**config.mk**
```make
export PLATFORM = sky130hd
export DESIGN_NAME = foo_slot_tracker_flat
export DESIGN_NICKNAME = d
export VERILOG_FILES = /design/src/rtl/foo_slot_tracker_if.sv /design/src/rtl/foo_slot_tracker.sv /design/src/flat_wrapper.sv
export SDC_FILE = /design/constraint.sdc
export NUM_CORES = 1
export LEC_CHECK = 0
export ABC_CLOCK_PERIOD_IN_PS = 5000
export BUFFER_PORTS_ARGS = -buffer_cell sky130_fd_sc_hd__buf_4
export CAP_MARGIN = 20
export CORE_MARGIN = 2
export CORE_UTILIZATION = 30
export CTS_CLUSTER_SIZE = 30
export DETAILED_ROUTE_END_ITERATION = 6
export PLACE_DENSITY = 0.48
export SYNTH_ARGS = -nofsm -noshare
export SYNTH_HDL_FRONTEND = slang
export SYNTH_SLANG_ARGS = --single-unit
```
**constraint.sdc**
```tcl
create_clock -name i_clk -period 5 [get_ports i_clk]
set_input_delay 0.75 -clock i_clk [delete_from_list [all_inputs] [get_ports i_clk]]
set_output_delay 0.75 -clock i_clk [all_outputs]
set_load 0.005 [all_outputs]
```
**src/rtl/foo_slot_tracker_if.sv**
```systemverilog
// Event/status bundle between a slot-tracker client and foo_slot_tracker.
// The client (master) raises alloc/start/done events. The tracker (slave)
// returns the allocation grant, the packed status words, the busy count
// and the error pulse.
interface foo_slot_tracker_if;
  logic        i_alloc_valid;
  logic        o_alloc_ready;
  logic [3:0]  o_alloc_id;
  logic        i_start_valid;
  logic [3:0]  i_start_id;
  logic        i_done_valid;
  logic [3:0]  i_done_id;
  logic [31:0] o_foo_current;
  logic [31:0] o_foo_next;
  logic [4:0]  o_busy_count;
  logic        o_err;

  modport master (
    output i_alloc_valid, i_start_valid, i_start_id, i_done_valid, i_done_id,
    input  o_alloc_ready, o_alloc_id, o_foo_current, o_foo_next,
           o_busy_count, o_err
  );

  modport slave (
    input  i_alloc_valid, i_start_valid, i_start_id, i_done_valid, i_done_id,
    output o_alloc_ready, o_alloc_id, o_foo_current, o_foo_next,
           o_busy_count, o_err
  );
endinterface

```
**src/rtl/foo_slot_tracker.sv**
```systemverilog
// Per-slot lifecycle tracker: IDLE -> ALLOC -> BUSY -> DRAIN -> IDLE.
// It publishes the registered packed status word and its combinational
// look-ahead, so a downstream decoder can build current and next masks.
module foo_slot_tracker #(
  parameter int NUM_SLOTS    = 7,  // 1..16
  parameter int DRAIN_CYCLES = 4   // 1..15
) (
  input logic               i_clk,
  input logic               i_rst,
  foo_slot_tracker_if.slave bus
);

  typedef enum logic [1:0] {
    SLOT_IDLE  = 2'd0,
    SLOT_ALLOC = 2'd1,
    SLOT_BUSY  = 2'd2,
    SLOT_DRAIN = 2'd3
  } slot_state_e;

  localparam logic [3:0] DRAIN_LOAD = 4'(DRAIN_CYCLES);

  slot_state_e          state_q [NUM_SLOTS];
  slot_state_e          state_d [NUM_SLOTS];
  logic [3:0]           cnt_q   [NUM_SLOTS];
  logic [3:0]           cnt_d   [NUM_SLOTS];
  logic [4:0]           busy_count_q, busy_count_d;
  logic                 err_q, err_d;

  logic [NUM_SLOTS-1:0] idle_mask, alloc_mask, busy_mask;
  logic [NUM_SLOTS-1:0] start_hit, done_hit;
  logic [31:0]          cur_word, next_word;
  logic                 alloc_ready;
  logic [3:0]           alloc_id;
  logic                 alloc_fire, start_ok, done_ok;

  // Decode the current state: per-slot masks, event targets, packed status
  // and the lowest-index IDLE slot. Nothing here depends on i_alloc_valid.
  always_comb begin
    // NOTE: every combinational output gets a default before any branch so
    // no path leaves it unassigned, which would infer a latch.
    idle_mask   = '0;
    alloc_mask  = '0;
    busy_mask   = '0;
    start_hit   = '0;
    done_hit    = '0;
    cur_word    = '0;
    alloc_id    = '0;
    for (int k = 0; k < NUM_SLOTS; k++) begin
      idle_mask[k]       = (state_q[k] == SLOT_IDLE);
      alloc_mask[k]      = (state_q[k] == SLOT_ALLOC);
      busy_mask[k]       = (state_q[k] == SLOT_BUSY);
      // Out-of-range ids match no slot, so they fall out as illegal below.
      start_hit[k]       = bus.i_start_valid && (bus.i_start_id == 4'(k));
      done_hit[k]        = bus.i_done_valid  && (bus.i_done_id  == 4'(k));
      cur_word[2*k +: 2] = state_q[k];
    end
    // Scan downward so the last hit is the lowest index.
    for (int k = NUM_SLOTS - 1; k >= 0; k--) begin
      if (idle_mask[k]) alloc_id = 4'(k);
    end
    alloc_ready = |idle_mask;
  end

  // Next-state for every slot, error detection and the look-ahead word.
  always_comb begin
    alloc_fire = bus.i_alloc_valid && alloc_ready;
    // Both checks use the current state, so start+done on one slot, or an
    // event aimed at the slot being allocated, is rejected automatically.
    start_ok   = |(start_hit & alloc_mask);
    done_ok    = |(done_hit & busy_mask);
    err_d      = (bus.i_start_valid && !start_ok) ||
                 (bus.i_done_valid  && !done_ok);
    next_word    = '0;
    busy_count_d = '0;
    for (int k = 0; k < NUM_SLOTS; k++) begin
      state_d[k] = state_q[k];
      cnt_d[k]   = cnt_q[k];
      unique case (state_q[k])
        SLOT_IDLE:  if (alloc_fire && (alloc_id == 4'(k))) state_d[k] = SLOT_ALLOC;
        SLOT_ALLOC: if (start_hit[k]) state_d[k] = SLOT_BUSY;
        SLOT_BUSY: begin
          if (done_hit[k]) begin
            state_d[k] = SLOT_DRAIN;
            cnt_d[k]   = DRAIN_LOAD;
          end
        end
        SLOT_DRAIN: begin
          if (cnt_q[k] <= 4'd1) begin
            state_d[k] = SLOT_IDLE;
            cnt_d[k]   = 4'd0;
          end else begin
            cnt_d[k]   = cnt_q[k] - 4'd1;
          end
        end
        default: state_d[k] = SLOT_IDLE;
      endcase
      if (i_rst) begin
        state_d[k] = SLOT_IDLE;
        cnt_d[k]   = 4'd0;
      end
      next_word[2*k +: 2] = state_d[k];
      busy_count_d        = busy_count_d + 5'(state_d[k] == SLOT_BUSY);
    end
  end

  // State register: slot states, drain counters, busy count and error pulse.
  always_ff @(posedge i_clk) begin
    // NOTE: sequential state uses non-blocking assignments so every register
    // samples pre-edge values regardless of statement order.
    if (i_rst) begin
      // NOTE: the per-slot arrays are control state, not storage, so they
      // are reset like any other flop.
      for (int k = 0; k < NUM_SLOTS; k++) begin
        state_q[k] <= SLOT_IDLE;
        cnt_q[k]   <= 4'd0;
      end
      busy_count_q <= 5'd0;
      err_q        <= 1'b0;
    end else begin
      for (int k = 0; k < NUM_SLOTS; k++) begin
        state_q[k] <= state_d[k];
        cnt_q[k]   <= cnt_d[k];
      end
      busy_count_q <= busy_count_d;
      err_q        <= err_d;
    end
  end

  assign bus.o_alloc_ready = alloc_ready;
  assign bus.o_alloc_id    = alloc_id;
  assign bus.o_foo_current = cur_word;
  assign bus.o_foo_next    = next_word;
  assign bus.o_busy_count  = busy_count_q;
  assign bus.o_err         = err_q;

endmodule

```
**src/flat_wrapper.sv**
```systemverilog
// flat-port wrapper written by rule: the top's interface ports become plain ports
module foo_slot_tracker_flat 
#(
  parameter int NUM_SLOTS    = 7,          
  parameter int DRAIN_CYCLES = 4           
)
  (i_clk, i_rst, bus_i_alloc_valid, bus_i_start_valid, bus_i_start_id, bus_i_done_valid, bus_i_done_id, bus_o_alloc_ready, bus_o_alloc_id, bus_o_foo_current, bus_o_foo_next, bus_o_busy_count, bus_o_err);
  foo_slot_tracker_if bus_i ();
  input logic i_clk;
  input logic i_rst;
  input wire logic [$bits(bus_i.i_alloc_valid)-1:0] bus_i_alloc_valid;
  input wire logic [$bits(bus_i.i_start_valid)-1:0] bus_i_start_valid;
  input wire logic [$bits(bus_i.i_start_id)-1:0] bus_i_start_id;
  input wire logic [$bits(bus_i.i_done_valid)-1:0] bus_i_done_valid;
  input wire logic [$bits(bus_i.i_done_id)-1:0] bus_i_done_id;
  output wire logic [$bits(bus_i.o_alloc_ready)-1:0] bus_o_alloc_ready;
  output wire logic [$bits(bus_i.o_alloc_id)-1:0] bus_o_alloc_id;
  output wire logic [$bits(bus_i.o_foo_current)-1:0] bus_o_foo_current;
  output wire logic [$bits(bus_i.o_foo_next)-1:0] bus_o_foo_next;
  output wire logic [$bits(bus_i.o_busy_count)-1:0] bus_o_busy_count;
  output wire logic [$bits(bus_i.o_err)-1:0] bus_o_err;
  assign bus_i.i_alloc_valid = bus_i_alloc_valid;
  assign bus_i.i_start_valid = bus_i_start_valid;
  assign bus_i.i_start_id = bus_i_start_id;
  assign bus_i.i_done_valid = bus_i_done_valid;
  assign bus_i.i_done_id = bus_i_done_id;
  assign bus_o_alloc_ready = bus_i.o_alloc_ready;
  assign bus_o_alloc_id = bus_i.o_alloc_id;
  assign bus_o_foo_current = bus_i.o_foo_current;
  assign bus_o_foo_next = bus_i.o_foo_next;
  assign bus_o_busy_count = bus_i.o_busy_count;
  assign bus_o_err = bus_i.o_err;
  foo_slot_tracker #(.NUM_SLOTS(NUM_SLOTS), .DRAIN_CYCLES(DRAIN_CYCLES)) u_core (.i_clk(i_clk), .i_rst(i_rst), .bus(bus_i));
endmodule
```
== Yosys cells after proc, flatten, opt, wreduce, memory -nomap -nowiden ==
Memory sizes are Yosys's and may differ from the RTL's.
Index checks and enable logic that the tools add are counted.

* ROM bits: 0
* Input port bits: 13
* Word-level logic and storage cells: 220
* Output and inout port bits: 75
* Bits in writable memories: 42
* Memories: 2
* Latch bits: 0
* Register bits after elaboration: 6

* $lt $le $gt $ge: 7
* Multipliers: 0
* Bitwise logic cells: 16
* Equal/unequal tests: 46
* Shift-type cells: 0
* Divide/modulo/power cells: 0
* $add $sub $neg: 13
* Reduce and logical (&&, ||, !) cells: 40
* Multiplexer cells: 94

{| class="wikitable"
|+ Memory list
! name !! words !! width !! rd ports !! clocked after memory_dff !! write ports !! line !! text
|-
| u_core.cnt_q || 7 || 4 || 7 || 0 || 7 || foo_slot_tracker.sv:24 || <nowiki>logic [3:0] cnt_q [NUM_SLOTS];</nowiki>
|-
| u_core.state_q || 7 || 2 || 7 || 0 || 7 || foo_slot_tracker.sv:22 || <nowiki>slot_state_e state_q [NUM_SLOTS];</nowiki>
|}

{| class="wikitable"
|+ Operators by type and width
! kind !! count
|-
| $mux W4 || 28
|-
| $mux W2 || 42
|-
| $pmux W2 S4 || 7
|-
| $pmux W4 S2 || 7
|-
| $eq A2 B2 Y1 const B || 21
|-
| $le A4 B1 Y1 const B || 7
|-
| $sub A4 B1 Y4 const B || 7
|-
| $add A5 B1 Y5 || 5
|-
| $eq A4 B3 Y1 const B || 6
|-
| $logic_and A1 B1 Y1 || 24
|-
| $mux W3 || 7
|-
| $reduce_or A7 Y1 || 3
|-
| $eq A4 B2 Y1 const B || 4
|-
| $and A7 B7 Y7 || 2
|-
| $eq A2 B1 Y1 const B || 7
|-
| $logic_not A2 Y1 || 7
|-
| $or A1 B1 Y1 || 14
|-
| $logic_not A4 Y1 || 3
|-
| $eq A3 B3 Y1 const B || 3
|-
| $eq A4 B1 Y1 const B || 2
|-
| $eq A3 B2 Y1 const B || 2
|-
| $eq A3 B1 Y1 const B || 1
|-
| $mux W1 || 3
|-
| $add A1 B1 Y2 || 1
|-
| 2 further kinds || 3
|}

== Depth between registers and ports, before layout ==
Gate-level depths: netlist of run 1.
An unclocked memory read counts as a cell.

* Depth after elaboration: 21
* Depth in mapped cells: 16
* Mapped depth without buffers: 16

== Least setup slack after synthesis of run 1 ==
OpenSTA, ideal clock, no wires.

* Kind: input to register
* Start point: input bus_i_done_id[3]
* End point: register u_core.busy_count_q[2] (netlist: u_core.bus.o_busy_count[2])
* Buffers on the path: 0
* Slack: 1.123 ns
* Arrival time: 3.750 ns
* Cell stages on the path: 14
* Library setup time: 0.128 ns
* Required time: 4.872 ns
* Path through: or3b_4 o31ai_1 a21o_1 a21boi_0 ha_1 inv_1 fa_1 inv_1 fa_1 ha_1 inv_1 fa_1 xor2_1 nor2_1

* Cells in the longest elaborated chain, start to end: 12
* Elaborated cells between the ends (all ways): 48
* Those cells by class: add/sub (6); eq/ne (13); mux (21); reduce/logical (8)

{| class="wikitable"
|+ Ends and longest elaborated chain
! what !! line !! text
|-
| start: declaration || flat_wrapper.sv:15 || <nowiki>input wire logic [$bits(bus_i.i_done_id)-1:0] bus_i_done_id;</nowiki>
|-
| $eq A4 B1 Y1 or $logic_not A4 Y1 (tied branches) || foo_slot_tracker.sv:54 || <nowiki>done_hit[k] = bus.i_done_valid && (bus.i_done_id == 4'(k));</nowiki>
|-
| $logic_and A1 B1 Y1 || foo_slot_tracker.sv:54 ||
|-
| $mux W2 || foo_slot_tracker.sv:82 || <nowiki>if (done_hit[k]) begin</nowiki>
|-
| $pmux W2 S4 || foo_slot_tracker.sv:78 || <nowiki>unique case (state_q[k])</nowiki>
|-
| $mux W2 || foo_slot_tracker.sv:97 || <nowiki>if (i_rst) begin</nowiki>
|-
| $eq A2 B2 Y1 || foo_slot_tracker.sv:102 || <nowiki>busy_count_d = busy_count_d + 5'(state_d[k] == SLOT_BUSY);</nowiki>
|-
| $add A1 B1 Y2 || foo_slot_tracker.sv:102 ||
|-
| $add A5 B1 Y5 (4 in series) || foo_slot_tracker.sv:102 ||
|-
| $add A5 B1 Y5 (*) || foo_slot_tracker.sv:102 ||
|-
| end signal: assignment || foo_slot_tracker.sv:124 || <nowiki>busy_count_q <= busy_count_d;</nowiki>
|-
| end: declaration || foo_slot_tracker.sv:26 || <nowiki>logic [4:0] busy_count_q, busy_count_d;</nowiki>
|}

Every way passes the cells marked *; elsewhere a longest branch is shown, timed or not.
A chain may end at the register's enable or synchronous reset.

== Final worst setup path of run 1 ==
* Start point: input bus_i_start_id[3]
* End point: register u_core.busy_count_q[2] (netlist: u_core.bus.o_busy_count[2])

* Cells in the longest elaborated chain, start to end: 12
* Elaborated cells between the ends (all ways): 48
* Those cells by class: add/sub (6); eq/ne (13); mux (21); reduce/logical (8)

{| class="wikitable"
|+ Ends and longest elaborated chain
! what !! line !! text
|-
| start: declaration || flat_wrapper.sv:13 || <nowiki>input wire logic [$bits(bus_i.i_start_id)-1:0] bus_i_start_id;</nowiki>
|-
| $eq A4 B1 Y1 or $logic_not A4 Y1 (tied branches) || foo_slot_tracker.sv:53 || <nowiki>start_hit[k] = bus.i_start_valid && (bus.i_start_id == 4'(k));</nowiki>
|-
| $logic_and A1 B1 Y1 || foo_slot_tracker.sv:53 ||
|-
| $mux W2 || foo_slot_tracker.sv:80 || <nowiki>SLOT_ALLOC: if (start_hit[k]) state_d[k] = SLOT_BUSY;</nowiki>
|-
| $pmux W2 S4 || foo_slot_tracker.sv:78 ||
|-
| $mux W2 || foo_slot_tracker.sv:97 ||
|-
| $eq A2 B2 Y1 || foo_slot_tracker.sv:102 ||
|-
| $add A1 B1 Y2 || foo_slot_tracker.sv:102 ||
|-
| $add A5 B1 Y5 (4 in series) || foo_slot_tracker.sv:102 ||
|-
| $add A5 B1 Y5 (*) || foo_slot_tracker.sv:102 ||
|}

Marked as above.

==> results.txt, run 1 <==
- Result of the run: completed
* Area of the multi-input gates: a little over 2000 sq um
* Met1 track utilization from global routing: 0.2205
- Summed over all failing endpoints, the final setup total negative slack is 0 ps.
- Top cell type by total area after synthesis: dfxtp_1
- Final number of max-transition violations: 0
- For this run, global-route usage on met3 was measured as 0.02763.
* Number of buffers between clock root and the deepest sink: 2
- After clock tree synthesis, the clock-pin slew on the worst setup and hold paths is 100 ps.
- Average size of a mapped cell: 7.808 sq um
* Final critical-path share of the clock period: 0.7718
* Count of input and output buffers: between 40 and 50
* Data arrival time of the critical path: 4070 ps
* CP Data Required Time: 5210 ps
- After global routing the overflow that remains totals 0.
- Setup repair after global routing left no endpoint under its margin.
- The die covers 12110 sq um.
- For met2 alone, demand over resource in global routing was 0.2507.
* Sequential Area: ~940 sq um
- The H-tree generated during clock tree synthesis spans 2 levels.
- The analysis attributes to cell leakage a power of around 1.5 nW.
* Fraction of layout cells with a size suffix above 1: 0.1589
* Worst setup SP type: input port
- Of all flip-flops after synthesis, the portion carrying an async set or reset was 0.
- Counting every sink on the clock net gives 47.
* Minimum setup slack in the final design: 1141 ps
* Worst clock skew: 13.61 ps
- Synthesis inferred 47 register bits.
* Final HPWL DP: 7222 um
- For this design the ratio of total power to cell area is 182.8 nW/um^2.
- Critical Path End Type: register
- Post-detailed-route wirelength per cell: 15.64 um
* CTS tree: done
* Clock network power share: 0.352
- Setup Buffers After CTS: 0
- Share of total power in sequential cells: 0.550
* Internal portion of total power: 0.0005003 W
- Clock latency on the worst-skew pair: 310 ps
* Clock tree root buffer cell: clkbuf_8
- Worst Hold Class: reg2reg
- Synthesis handed over a netlist of 432 instances.
- For this run, the share of the core covered by cells in the final layout is 0.3500.
- For this configuration, the core starts out at a cell density of 0.3098.
- Total iterations of the first detailed-routing run: 4
- Io pins: 88
* Headroom to the max-slew limit: 0.4101
* Net total in the final layout: 505
- The share of synthesized area in the top cell type comes to 0.2789.
* Remaining antenna violation count: 0
- Number of distinct library cells after synthesis: 59
* Vias in the first global route: about 2800
- After synthesis the cells add up to 3373 sq um.
* Via count: 3171
* Post-Route Hold Slack: 497.3 ps
- Final critical delay including setup and external delays: 3859 ps
- Entering global routing, the biggest net connects 32 pins.
- Maximum clock rate: 259.1 MHz
- Once placement completed, the tool counted placed cells totaling 604.
- The tool flagged a number of max-cap violations equal to 0.
- The die is 110.0 um tall.
- Synthesis-to-finish area growth: 12.98%
* Pre-CTS setup slack: 781.1 ps
- Final cell count without fillers: ~610
- Worst IR Drop VDD: 0.00008886 V
* Number of warnings issued by yosys: 0
* Vias/cell: 5.181
* Worst setup path category: in2reg
- The share of the Yosys chip area taken by registers is 0.2789.
- Counting the fill cells in the layout gives 1152.
- Reported net switching power: 0.0001963 W
* Combined global-route utilization of all metal layers: 0.1591
* Initial antenna violation count: 0
* N_diodes: 0
- Area of the placeable core: 10890 sq um
* Post-detailed-routing wire length: 9570 um
- The most used flip-flop cell after synthesis is dfxtp_1.
* Slew at the pin closest to its max-slew limit: between 800 and 900 ps
- Setup violations remaining at the end of the flow were counted as 0.
- Cell types with the largest area share after synthesis: dfxtp_1, buf_4, ha_1
- For this run, design rule violations remaining after detail routing come to 0.
- Number of buffers added to fix hold violations after cts: 0
* Proportion of power drawn by combinational gates: 0.098
- Width of the chip: 110.0 um
- Routability-driven placement finished with a final weighted congestion of 0.8416.
- Count of standard-cell rows: 38
- Final-report hold violation count: 0
* Number of gates resized after CTS: 0
- Number of buffers added by the clock tree synthesis step: 5
- Number of synthesized flops with an enable pin: 0
- Busiest layer in global routing: met2
* Largest fanout on the critical path: 4
- Switching part of the total: 0.2818
- Global-route wire length before repair: 14850 um
- The detailed router finished its first iteration with 213 violations.
-- power by group through the flow --
stage	Combinational [W]	Sequential, W	Clock (W)
global route	0.0000757	0.000384	0.000271
CTS	0.0000677	0.000383	0.000256
floorplan	0.0000608	0.000387	0
finish	0.0000681	0.000383	0.000245
global placement	0.0000670	0.000392	0
detailed placement	0.0000676	0.000392	0
-- flip-flops by register name (all words and copies together) (netlist names) --
name                     cells
u_core.state_q              14
u_core.cnt_q                28
u_core.bus.o_err             1
u_core.bus.o_busy_count      4
-- logic make-up (layout without fill, tap and decap cells) --
kind of cell             count (synthesis)  in the layout  share of synthesized area
AND/OR/NAND/NOR                        136            136                     0.2233
AO/OA/AOI/OAI                          131            131                     0.2556
buffers and inverters                   94             97                     0.1473
multiplexers                             1              1                   0.006676
other                                    1             38                   0.001112
XOR/XNOR                                 1              1                   0.002597
adder cells (fa/ha/maj)                 21             21                    0.08457
flip-flops                              47             47                     0.2789
-- cell type report --
type	instances	area share
multi-input cells	328	0.5443
flip-flops and latches	47	0.2469
repair buffers	53	0.1044
well taps	140	0.04596
inverters	36	0.03546
clock buffers	5	0.01806
clock inverters	3	0.004924
-- worst max-delay path, cell delays in order --
cell,delay (ps)
buf_4,130
nor2_1,250
nand4_1,240
a211oi_1,370
a21boi_0,230
ha_1,150
inv_1,50
fa_1,530
inv_1,50
fa_1,530
ha_1,170
inv_1,60
fa_1,370
xor2_1,140
nor2_1,50
-- per-stage QoR --
| step | power, W | instance area (sq um) |
|---|---|---|
| floorplan | 0.0004478 | 3512 |
| global placement | 0.0004589 | 3724 |
| detailed placement | 0.0004594 | 3724 |
| CTS | 0.0007073 | 3811 |
| global route | 0.0007306 | 3811 |
| finish | 0.0006967 | 3811 |
-- layout by cell type, fill, tap and decap left out, drive strengths merged, types with 8 or more instances in the layout --
cell type / n
nor2: 24
nand4: 8
o21ai: 24
or3: 8
dfxtp: 47
a31oi: 9
a21oi: 42
ha: 18
nor3: 17
nor2b: 9
conb: 38
buf: 53
nand3: 9
nand2b: 13
inv: 37
nand2: 22
-- metal layers --
metal	up-vias	part of all wire
li1	1558	-
met1	1519	0.49
met2	84	0.46
met3	10	0.039
met4	0	0.017
met5	-	0
-- cells in the mapped netlist, drive strengths merged, types with 3 or more instances --
cell type,number
inv,36
o22ai,4
a31oi,9
o311a,4
nand2,22
or3,8
nand3,9
nor2,24
a311oi,4
ha,18
or2,5
nand2b,13
and2,3
o31ai,5
a211o,3
o21ai,24
a41oi,3
nor3b,6
dfxtp,47
a221oi,5
a211oi,5
buf,43
clkbuf,15
a21o,4
nor3,17
nor2b,9
fa,3
nand4,8
a21oi,42
-- path summary, 6_finish.rpt --
check / startpoint / to / slack (ps) / cells after the start
worst max register to register: u_core.state_q[1][0] / u_core.bus.o_busy_count[2] / 1220 / 14
worst max-delay path: bus_i_start_id[3] / u_core.bus.o_busy_count[2] / 1140 / 15
worst min-delay path: u_core.cnt_q[1][1] / u_core.cnt_q[1][1] / 500 / 2
worst min register to register: u_core.cnt_q[1][1] / u_core.cnt_q[1][1] / 500 / 2
Power figures use the tool's default switching activity.
==> run 2, diff against run 1 <==
Settings changed: ABC_AREA set to 1, ABC_CLOCK_PERIOD_IN_PS 5000 to 4019.
Clock period 5 ns to 4.02 ns, I/O delays scaled along.
==> run 2 against run 1 <==
Effect of this change:
- combinational power is 32% higher
- die area is 0.40% lower
- global-route usage is 1.1 points lower
- sequential share of layout area is 0.47 points lower
- largest power group unchanged
==> results.txt, run 2 <==
- The library cell occupying the most area in the post-synthesis netlist is dfxtp_1 (unchanged).
- The critical path data required time came to 4210 ps (was 5210 ps).
- The overall track demand over capacity in global routing came to 0.1478 (was 0.1591).
- The leakage power figure came to 2.025 nW (was 1.465 nW).
- Global placement routability congestion: 0.8945 (was 0.8416)
* Share of flip-flops with an asynchronous set or reset after synthesis: 0 (unchanged)
- The largest register by flop count was u_core.cnt_q (unchanged).
- The count of input and output buffers came to 49 (unchanged).
- Result of the run: completed (unchanged)
- Cell types with the largest area share after synthesis: dfxtp_1, nand2_1, inv_1 (was dfxtp_1, buf_4, ha_1).
* Final cell count without fillers: 701 (was 612)
- Number of buffers between clock root and the deepest sink: 2 (unchanged)
- Worst setup path category: reg2reg (was in2reg)
- Primary FF master, synth: dfxtp_1 (unchanged)
- The data arrival time at the worst-slack endpoint was 3910 ps (was 4070 ps).
- The placement-stage worst setup slack was 59.97 ps (was 781.1 ps).
* Worst Hold Class: reg2reg (unchanged)
- The highest net fanout along the worst path is 4 (unchanged).
- The type of element capturing the critical path was a register (unchanged).
- Commonest non-fill, non-tap cells in the layout: nand2_1, inv_1, nor2_1 (was buf_4, dfxtp_1, a21oi_1)
- Minimum setup slack in the final design: 306.4 ps (was 1141 ps)
- Timing endpoint of the critical path: u_core.bus.o_busy_count[2] (unchanged)
- Dividing the final minimum period by the clock period gives 0.9238.
* Final HPWL DP: 6973 um (was 7222 um)
* Commonest cells in the netlist: nand2_1, inv_1, nor2_1, dfxtp_1, buf_4 (was dfxtp_1, a21oi_1, buf_4, inv_1)
* Via count: 3048 (was 3171)
- Global-route wire length before repair: 13810 um (was 14850 um)
- The CTS tree is done (unchanged).
- Number of sinks driven by the clock tree: 47 (unchanged)
* Remaining antenna violation count: 0 (unchanged)
* Worst setup SP type: register (was input port)
- Clock latency on the worst-skew pair: 300 ps (was 310 ps)
* Setup crit start: u_core.cnt_q[1][0] (was bus_i_start_id[3])
* Worst IR Drop VDD: 0.0001459 V (was 0.00008886 V)
- Post-detailed-routing wire length: 8610 um (was 9570 um)
- The most repeated cell in the gate-level netlist after synthesis was nand2_1 (was dfxtp_1).
- Slack of the worst reg-to-reg path: 310 ps (was 1220 ps)
- Io pins: 88 (unchanged)
* Post-Syn Instances: 503 (was 432)
* Fraction of layout cells with a size suffix above 1: 0.1693 (was 0.1589)
* Final-report hold violation count: 0 (unchanged)
- The total non-filler cell area in the finished layout is 3895 sq um (was 3811 sq um).
* DIE AREA: 12060 sq um (was 12110 sq um)
- Maximum clock rate: 269.3 MHz
* Height of the die: 109.8 um (was 110.0 um)
* Number of warnings issued by yosys: 0 (unchanged)
- N_diodes: 0 (unchanged)
* Number of buffers added to fix hold violations after cts: 0 (unchanged)
- The number of instances in the placed design came to 692 (was 604).
- Most frequent standard cell in the layout excluding fill and tap cells: nand2_1 (was buf_4)
- Final setup violation count: 0 (unchanged)
- Final number of max-transition violations: 0 (unchanged)
- RSZ-0062 raised after global routing: no (unchanged).
- Total power per unit cell area: 220.5 nW/um^2 (was 182.8 nW/um^2)
- Vias/cell: 4.348 (was 5.181)
- Initial antenna violation count: 0 (unchanged)
- The master cell of the clock root buffer is clkbuf_8 (unchanged).
* Total of max-cap violations: 0 (unchanged)
- The number of library cell types mapped by synthesis came to 42 (was 59).
* Worst clock skew: 8.155 ps (was 13.61 ps)
* Cell count of the worst reg-to-reg path: 18 (was 14)
* Worst r2r src: u_core.cnt_q[1][0] (was u_core.state_q[1][0])
* Initial core utilization: 0.3085 (was 0.3098)
* Maximum number of pins on one net before global-route repair: 23 (was 32)
- Average size of a mapped cell: 6.679 sq um (was 7.808 sq um)
* Vias in the first global route: 2884 (was 2826)
- Net total in the final layout: 594 (was 505)
* Critical register-to-register path endpoint: u_core.bus.o_busy_count[2] (unchanged)
- Placed cell areas: 3784 sq um (was 3724 sq um)
* Width of the chip: 109.8 um (was 110.0 um)
- The number of design rule violations left after detail routing is 0 (unchanged).
- The portion of synthesized cell area occupied by the leading cell type is 0.2801 (was 0.2789).
- The detailed-routing iteration count for the pre-antenna-repair pass was 4 (unchanged).
- The mapped cell area is 3359 sq um (was 3373 sq um).
* Count of standard-cell rows: 38 (unchanged)
- The clock-pin transition on the worst setup and hold timing paths came to 90 ps (was 100 ps).
- Overall overflow remaining after global route: 0 (unchanged)
* Area of the placeable core: 10890 sq um (unchanged)
- The average detailed-routed wire length per instance is 12.28 um (was 15.64 um).
- Final critical delay including setup and external delays: 3714 ps
- The number of H-tree levels came to 2 (unchanged).
* Setup TNS after final layout: 0 ps (unchanged)
* Synthesis-to-finish area growth: 15.94% (was 12.98%)
* Share of synthesized area occupied by flip-flops and latches: 0.2801 (was 0.2789)
- Number of design-rule violations left by the first detailed-router iteration: 83 (was 213)
- Number of flip-flops under the largest register name: 28 (unchanged)
* Number of synthesized flops with an enable pin: 0 (unchanged)
- Number of buffers added by the clock tree synthesis step: 5 (unchanged)
- Number of synthesized register bits: 47 (unchanged)
==> run 2: per-layer routing <==
layer | part of all wire | track usage | up-vias
met4 | 0.013 | 0.03978 | 0
met5 | 0 | 0 | -
met1 | 0.48 | 0.1954 | 1360
met2 | 0.45 | 0.2445 | 66
met3 | 0.052 | 0.02905 | 6
li1 | - | - | 1616
==> run 2: worst min-delay path by stage <==
stage	start	to	depth (start not counted)
after global routing	u_core.cnt_q[1][0]	u_core.cnt_q[1][0]	1
final	u_core.cnt_q[1][0]	u_core.cnt_q[1][0]	1
after global placement	u_core.cnt_q[3][2]	u_core.cnt_q[3][2]	2
after CTS	u_core.cnt_q[6][1]	u_core.cnt_q[6][1]	2
after floorplan	u_core.cnt_q[3][2]	u_core.cnt_q[3][2]	2
after detailed placement	u_core.cnt_q[3][2]	u_core.cnt_q[3][2]	2
==> run 2: where the power goes <==
group          switching (W)  internal, W
clock               0.000173     0.000122
combinational      0.0000580    0.0000321
sequential        0.00000469     0.000468
total               0.000236     0.000623
==> run 2: cell type report <==
| type | count | area, sq um |
|---|---|---|
| Clock inverter | 2 | 12.51 |
| Sequential cell | 47 | 943.4 |
| Fill cell | 1185 | 6993 |
| Inverter | 91 | 349.1 |
| Multi-Input combinational cell | 358 | 1914 |
| Clock buffer | 6 | 72.57 |
| Timing Repair Buffer | 57 | 427.9 |
| Tap cell | 140 | 175.2 |
==> run 2: logic make-up (layout without fill, tap and decap cells) <==
group | Yosys count | count (layout) | synth area share
AND/OR/NAND/NOR | 213 | 213 | 0.2834
buffers and inverters | 135 | 156 | 0.1963
AO/OA/AOI/OAI | 73 | 73 | 0.1203
flip-flops | 47 | 47 | 0.2801
adder cells (fa/ha/maj) | 21 | 21 | 0.08492
XOR/XNOR | 13 | 13 | 0.03389
other | 1 | 38 | 0.001116
==> run 2: worst max-delay path, stage by stage (launching register included) <==
cell and delay [ps]:
dfxtp_2 360, inv_1 70, ha_1 240, o21ai_2 170
nand3_2 90, inv_2 100, nor2_1 60, a21oi_2 150
a21oi_1 90, ha_1 290, inv_1 50, fa_1 550
inv_1 60, fa_1 550, ha_1 170, inv_1 50
fa_1 370, xor2_1 140, nor2_1 50
==> run 2: per-stage QoR <==
stage | hold WS [ps] | power (W) | util
after floorplan | 442.6 | 0.0005610 | -
after global placement | 458.7 | 0.0005730 | 0.3475
after detailed placement | 474.6 | 0.0005730 | 0.3475
after CTS | 491.5 | 0.0008729 | 0.3553
after global routing | 473.5 | 0.0008944 | 0.3577
final | 454.5 | 0.0008587 | 0.3577
==> run 2: repair_timing <==
| item | 4_1_cts | 5_1_grt |
|---|---|---|
| setup buffers | 0 | 1 |
| gates resized for setup | 0 | 7 |
| endpoints found under the setup margin | 0 | 2 |
